--- config.mk ---
export PLATFORM = sky130hd
export DESIGN_NAME = ostar_accum
export DESIGN_NICKNAME = d
export VERILOG_FILES = /design/src/rtl/ostar_accum.sv
export SDC_FILE = /design/constraint.sdc
export NUM_CORES = 1
export LEC_CHECK = 0
export BUFFER_PORTS_ARGS = -buffer_cell sky130_fd_sc_hd__buf_2
export CORE_ASPECT_RATIO = 1.25
export CORE_MARGIN = 4
export CORE_UTILIZATION = 48
export CTS_CLUSTER_DIAMETER = 30
export DETAILED_ROUTE_END_ITERATION = 10
export GPL_TIMING_DRIVEN = 0
export HOLD_SLACK_MARGIN = 0.03
export PLACE_DENSITY_LB_ADDON = 0.25
export REMOVE_ABC_BUFFERS = 1
export SETUP_SLACK_MARGIN = 0.5
export SLEW_MARGIN = 20
export SYNTH_ARGS = -nofsm -noshare
export SYNTH_HDL_FRONTEND = slang
export SYNTH_SLANG_ARGS = --single-unit
--- constraint.sdc ---
create_clock -name clk -period 2.2 [get_ports clk]
set_input_delay 0.55 -clock clk [delete_from_list [all_inputs] [get_ports clk]]
set_output_delay 0.55 -clock clk [all_outputs]
set_load 0.01 [all_outputs]
--- src/rtl/ostar_accum.sv ---
// Running output accumulator: o_star = sat(exp_o + exp_v) per element,
// fed back to expmul, with a one-deep ready/valid buffer for finished rows.
module ostar_accum #(
    parameter int DIM   = 4,
    parameter int W     = 27,
    parameter int CNT_W = 16
) (
    input  logic               clk,
    input  logic               rst,
    input  logic               vld_in,
    output logic               rdy_out,
    input  logic [DIM*W-1:0]   exp_v_in,
    input  logic [DIM*W-1:0]   exp_o_in,
    input  logic               last_in,
    output logic [DIM*W-1:0]   o_star_prev_out,
    output logic               vld_out,
    input  logic               rdy_in,
    output logic [DIM*W-1:0]   o_star_out,
    output logic [CNT_W-1:0]   key_cnt_out
);

    typedef enum logic {
        EMPTY = 1'b0,
        FULL  = 1'b1
    } state_e;

    localparam logic [W-1:0] SAT_MAX = {1'b0, {(W-1){1'b1}}};
    localparam logic [W-1:0] SAT_MIN = {1'b1, {(W-1){1'b0}}};

    state_e             state_q, state_d;
    logic [DIM*W-1:0]   acc_q, acc_d;
    logic [DIM*W-1:0]   out_q, out_d;
    logic [CNT_W-1:0]   cnt_q, cnt_d;
    logic [CNT_W-1:0]   kcnt_q, kcnt_d;
    logic [CNT_W-1:0]   cnt_inc;
    logic [DIM*W-1:0]   sum;
    logic               in_fire;
    logic               out_fire;
    logic               last_fire;

    // Sign-extend to W+1 bits; overflow shows as the top two bits differing.
    for (genvar i = 0; i < DIM; i++) begin : g_sat
        logic [W:0] s;
        assign s = {exp_o_in[i*W+W-1], exp_o_in[i*W +: W]}
                 + {exp_v_in[i*W+W-1], exp_v_in[i*W +: W]};
        assign sum[i*W +: W] = (s[W] == s[W-1]) ? s[W-1:0]
                             : (s[W] ? SAT_MIN : SAT_MAX);
    end

    assign vld_out         = (state_q == FULL);
    assign rdy_out         = !(vld_out && !rdy_in);
    assign in_fire         = vld_in && rdy_out;
    assign out_fire        = vld_out && rdy_in;
    assign last_fire       = in_fire && last_in;
    assign cnt_inc         = (&cnt_q) ? cnt_q : cnt_q + 1'b1;
    assign o_star_prev_out = acc_q;
    assign o_star_out      = out_q;
    assign key_cnt_out     = kcnt_q;

    always_comb begin
        acc_d  = acc_q;
        cnt_d  = cnt_q;
        out_d  = out_q;
        kcnt_d = kcnt_q;
        if (in_fire) begin
            if (last_in) begin
                out_d  = sum;
                kcnt_d = cnt_inc;
                acc_d  = '0;
                cnt_d  = '0;
            end else begin
                acc_d  = sum;
                cnt_d  = cnt_inc;
            end
        end
    end

    always_comb begin
        state_d = state_q;
        unique case (state_q)
            EMPTY: if (last_fire) state_d = FULL;
            FULL:  if (out_fire && !last_fire) state_d = EMPTY;
            default: state_d = EMPTY;
        endcase
    end

    always_ff @(posedge clk or negedge rst) begin
        if (!rst) begin
            state_q <= EMPTY;
            acc_q   <= '0;
            cnt_q   <= '0;
            out_q   <= '0;
            kcnt_q  <= '0;
        end else begin
            state_q <= state_d;
            acc_q   <= acc_d;
            cnt_q   <= cnt_d;
            out_q   <= out_d;
            kcnt_q  <= kcnt_d;
        end
    end

endmodule
After elaboration in Yosys (flattened, before gate mapping)

Index checks and enable logic that the tools add are counted.

$add $sub $neg: 5
Multipliers: 0
Divide/modulo/power cells: 0
$lt $le $gt $ge: 0
Equal/unequal tests: 4
Shift-type cells: 0
Mux-type cells: 14
Bitwise gates (word level): 1
Reductions and logical operators: 10

Operator list:

| cell                  | number |
|---|---|
| $mux 27               | 8 |
| $add 27x27->28        | 4 |
| $mux 108              | 1 |
| $mux 16               | 2 |
| $add 16x1->16 const B | 1 |
| $reduce_and 16->1     | 1 |
| $logic_and 1x1->1     | 5 |
| $eq 1x1->1            | 4 |
| $logic_not 1->1       | 3 |
| $mux 1                | 2 |
| $pmux 1 s2            | 1 |
| $reduce_and 2->1      | 1 |
| $not 1->1             | 1 |

Register bits after elaboration: 249
Latch bits: 0
RAM bits: 0
ROM bits: 0
Input bits: 221
Output and inout port bits: 234
Word-level logic and storage cells: 39
Memories kept: 0

Depth between registers and ports, before layout

Depth in word-level cells: 9
Mapped depth: 18
Depth with buffers taken out: 17

Worst setup path before layout

No wires, ideal clock.

Path type: input port to flip-flop
Start: input exp_v_in[27]
End: register out_q[28] (netlist: o_star_out[28])
Setup time: 125 ps
Data arrival time: 4055 ps
Path slack: -1980 ps
Stages on the path: 17
Buffers on the path: 2
Cell sequence: ha_1 > inv_1 > fa_1 > nor2b_1 > o21ai_0 > a21boi_0 > o31ai_1 > a311o_1 > a31oi_1 > a221oi_1 > o21ai_0 > xor2_1 > ha_1 > clkbuf_1 > clkbuf_1 > o21ai_0 > mux2_2

Word-level cells in the longest chain between the ends: 3

RTL lines:

| item                                  | RTL line | text |
|---|---|---|
| start, declared                       | 12       | `input logic [DIM*W-1:0] exp_v_in,` |
| $add 27x27->28 *                      | 45       | `+ {exp_v_in[i*W+W-1], exp_v_in[i*W +: W]};` |
| $mux 27 or $eq 1x1->1 (tied branches) | 47, 46   |  |
| $mux 27 *                             | 46       | `assign sum[i*W +: W] = (s[W] == s[W-1]) ? s[W-1:0]` |
| end signal, assigned                  | 98       | `out_q <= out_d;` |
| end, declared                         | 32       | `logic [DIM*W-1:0] out_q, out_d;` |

Mark *: on every way between the ends. The rest lies on a longest branch, timed or not.
A chain may end at the register's enable or synchronous reset.

Worst setup path in the final report

Start: input exp_v_in[27]
End: register out_q[52] (netlist: o_star_out[52])

Same word-level chain as after synthesis.

==> results.md <==
* Port buffer count at 454
* Clk slew on worst S/H paths at 50 ps
* Ys Warns at 0
* Root buffer cell: clkbuf_16
* WL/cell at 22.74 um
* IO Pins at 455
* HPWL after DPL at 36.45 mm
* Failing checks: setup timing
* Clk sinks at 249
* Multi-input gate area at 0.01162 mm^2
* Unrepaired setup endpoints after global routing: true
* Clock skew at 15.24 ps
* Antenna Violating Nets Remaining at 0
* Skew-Pair Late Insertion Delay at 560 ps
* Highest routed layer: met4
* Commonest non-fill, non-tap cell in the layout: buf_2
* CTS H-tree lvls at 2
* Routed wire length on met2 at 31.64 mm
* Synthesized area per cell at 9.150 um^2
* Fin crit period at 3516 ps
* CTS Buffer Depth at 3
* Pwr Density at 1056 mW/mm^2
* Ratio of final minimum period to clock period at 1.598
* Type of origin of the critical path: input port
* Req. time, crit path at 2680 ps
* Setup crit end kind: flop
* Worst hold slack at 32.60 ps
* Post-synth EDFFs at 0
* WP data arrival at 4000 ps
* Starting Density at 0.4860
* Register area share after synthesis at 0.3934
* Core ar. at 0.03259 mm^2
* Fill cells at 1990
* Leakage at 11.93 nW
* Vias after detailed routing at 17.31k
* Die Area at 0.03599 mm^2
* Vias per cell at 6.139
* Fin. max-slew vios at 0
* DRT Pass-1 Iters at 6
* Chip height at 211.1 um
* Die X at 170.5 um
* Register Area at 0.006233 mm^2
* Final setup margin at -1316 ps
* Vias in the first global route at 17.21k
* Largest net degree at the start of global routing at 101
* Worst slew margin at 0.3517
* Area growth syn-to-layout at 58.68%
* Maxcap violations at 0
* CTS tree: yes
* Synthesized cell area at 0.01584 mm^2
* CTS buffer count at 57
* Met1 WL at 23.07 mm
* Most frequent cells in the layout: buf_2 (440), dfrtp_1 (247), nand2_1 (150), nor2_1 (97), buf_4 (97)
* Final #Nets at 2692
* Library cells used by synthesis at 72
* Endpoints failing hold at 0
* CP Max Fanout at 5
* Initial antenna violation count at 2
* Total gr overflow at 0
* R2R Setup Slk at -60 ps
* Met3 routed WL at 5.166 mm
* Worst setup path class: input port to flop
* FFs w/ async S/R, synth at 1.000
* Initial DRC Count at 1397
* Max VDD drop at 1.005 mV
* Post-Synthesis Cells at 1731
* Drc violations at 0
* Most used DFF post-synth: dfrtp_1
* Share of cells above drive strength 1 at 0.4746
* Rows at 74
* Status: complete, but fails checks
* Worst-Margin Slew at 970.5 ps
* Hold buffers post-CTS at 0
* RePlAce Congestion at 0.9082
* Seq cells post-synth at 249
* Type of the tightest min-delay check: input port to asynchronous set/reset pin
* Final WL at 64.11 mm
* Global-route wire length before repair at 91.34 mm
* Max Freq at 284.4 MHz
* All-Layer GR Usage at 0.3144
* Setup violators final at 216
* DP Worst Slack at -3594 ps
-- layer usage --
layer  global-route usage  vias to the layer above
li1                     -                     7607
met1               0.3760                     8427
met2               0.5293                      982
met3              0.06065                      291
met4               0.1771                        0
met5                    0                        -
-- worst max-delay path, cell delays in order --
cell and delay (ps):
buf_8 70, ha_4 130, inv_2 40, fa_2 360, nor2b_2 160, o21ai_2 90, a21boi_2 190, o31ai_2 90
a311o_1 380, a31oi_4 200, a221oi_4 110, o21ai_2 200, xor2_1 330, ha_4 290, buf_4 150, nor4b_4 270
mux2i_1 190, a31oi_1 180
-- stage by stage --
step	util	cell area, um^2	total power (W)	instances	TNS [ps]
2_1_floorplan	-	15470	0.01068	1638	-448470
4_1_cts	0.7280	23730	0.02521	2759	-203360
6_report	0.7712	25130	0.02654	2819	-220520
5_1_grt	0.7711	25130	0.02759	2818	-233120
3_3_place_gp	0.5603	18260	0.01347	2510	-2041420
3_5_place_dp	0.5699	18580	0.01366	2521	-596250
-- worst paths after layout --
path | start | to | cells after the start
hold reg to reg | o_star_out[32] | o_star_out[32] | 2
min in group clk | rdy_in | vld_out | 3
hold / removal | rst | o_star_prev_out[22] | 1
max in group asynchronous | rst | o_star_prev_out[29] | 2
setup / recovery | exp_v_in[27] | o_star_out[52] | 18
setup reg to reg | vld_out | o_star_prev_out[49] | 7
-- cell usage after synthesis (all sizes together), types with 5 or more instances --
cell type,n,area [um^2]
nand2,175,656.9
a211o,9,78.83
nor2b,12,75.07
or3,5,31.28
nor2,113,439.2
a22o,47,411.6
nor3,26,130.1
buf,12,68.81
a31oi,22,137.6
and2,14,87.58
o22a,5,43.79
a21boi,6,45.04
xnor2,51,446.7
a21oi,142,710.7
dfrtp,249,6231
xor2,41,359.1
nand2b,26,162.7
o21a,15,112.6
ha,115,1439
o31ai,17,127.6
nand4,20,125.1
o21bai,7,52.55
clkbuf,81,304.0
o22ai,5,31.28
inv,38,142.6
o211ai,13,97.59
a21o,59,442.9
a211oi,20,160.2
mux2i,15,162.7
and3,14,87.58
nand3,21,105.1
o21ai,213,1066
or2,5,31.28
mux2,49,555.5
nor3b,5,37.54
a2111oi,5,62.56
o311ai,5,61.32
and4,5,43.79
-- report_power, final --
part / leakage, nW / total (W) / internal (W) / switching (W)
sequential: 3.09 / 0.00678 / 0.00593 / 0.000849
clock: 0.957 / 0.00880 / 0.00598 / 0.00281
combinational: 7.88 / 0.0110 / 0.00510 / 0.00587
-- cell families (layout without fill, tap and decap cells) --
kind of cell | Yosys count | count (layout) | synth area share
multiplexers | 64 | 65 | 0.04534
buffers and inverters | 132 | 789 | 0.03278
adder cells (fa/ha/maj) | 119 | 119 | 0.09590
flip-flops | 249 | 249 | 0.3934
AO/OA/AOI/OAI | 620 | 623 | 0.2476
AND/OR/NAND/NOR | 455 | 461 | 0.1341
XOR/XNOR | 92 | 92 | 0.05087
other | 0 | 3 | 0
-- flip-flops by register name (all words and copies together), names as in the netlist --
signal / cells
o_star_out: 108
o_star_prev_out: 108
cnt_q: 16
key_cnt_out: 16
vld_out: 1
-- repair_timing --
action	CTS	global route
endpoints found under the setup margin	250	254
gates resized for setup	527	205
endpoints found under the hold margin	0	0
pin swaps	182	114
cloned	17	4
buffers inserted	116	53
-- area by class of cell --
class / count / share of cell area
Clock inverter: 33 / 0.01718
Multi-Input combinational cell: 1360 / 0.4622
Timing Repair Buffer: 644 / 0.1832
Timing Repair inverter: 1 / 0.0006472
Clock buffer: 72 / 0.06138
Tap cell: 418 / 0.02081
Inverter: 39 / 0.006322
Antenna cell: 3 / 0.0002987
Sequential cell: 249 / 0.2480
No activity file was read; power rests on OpenSTA's default activity.
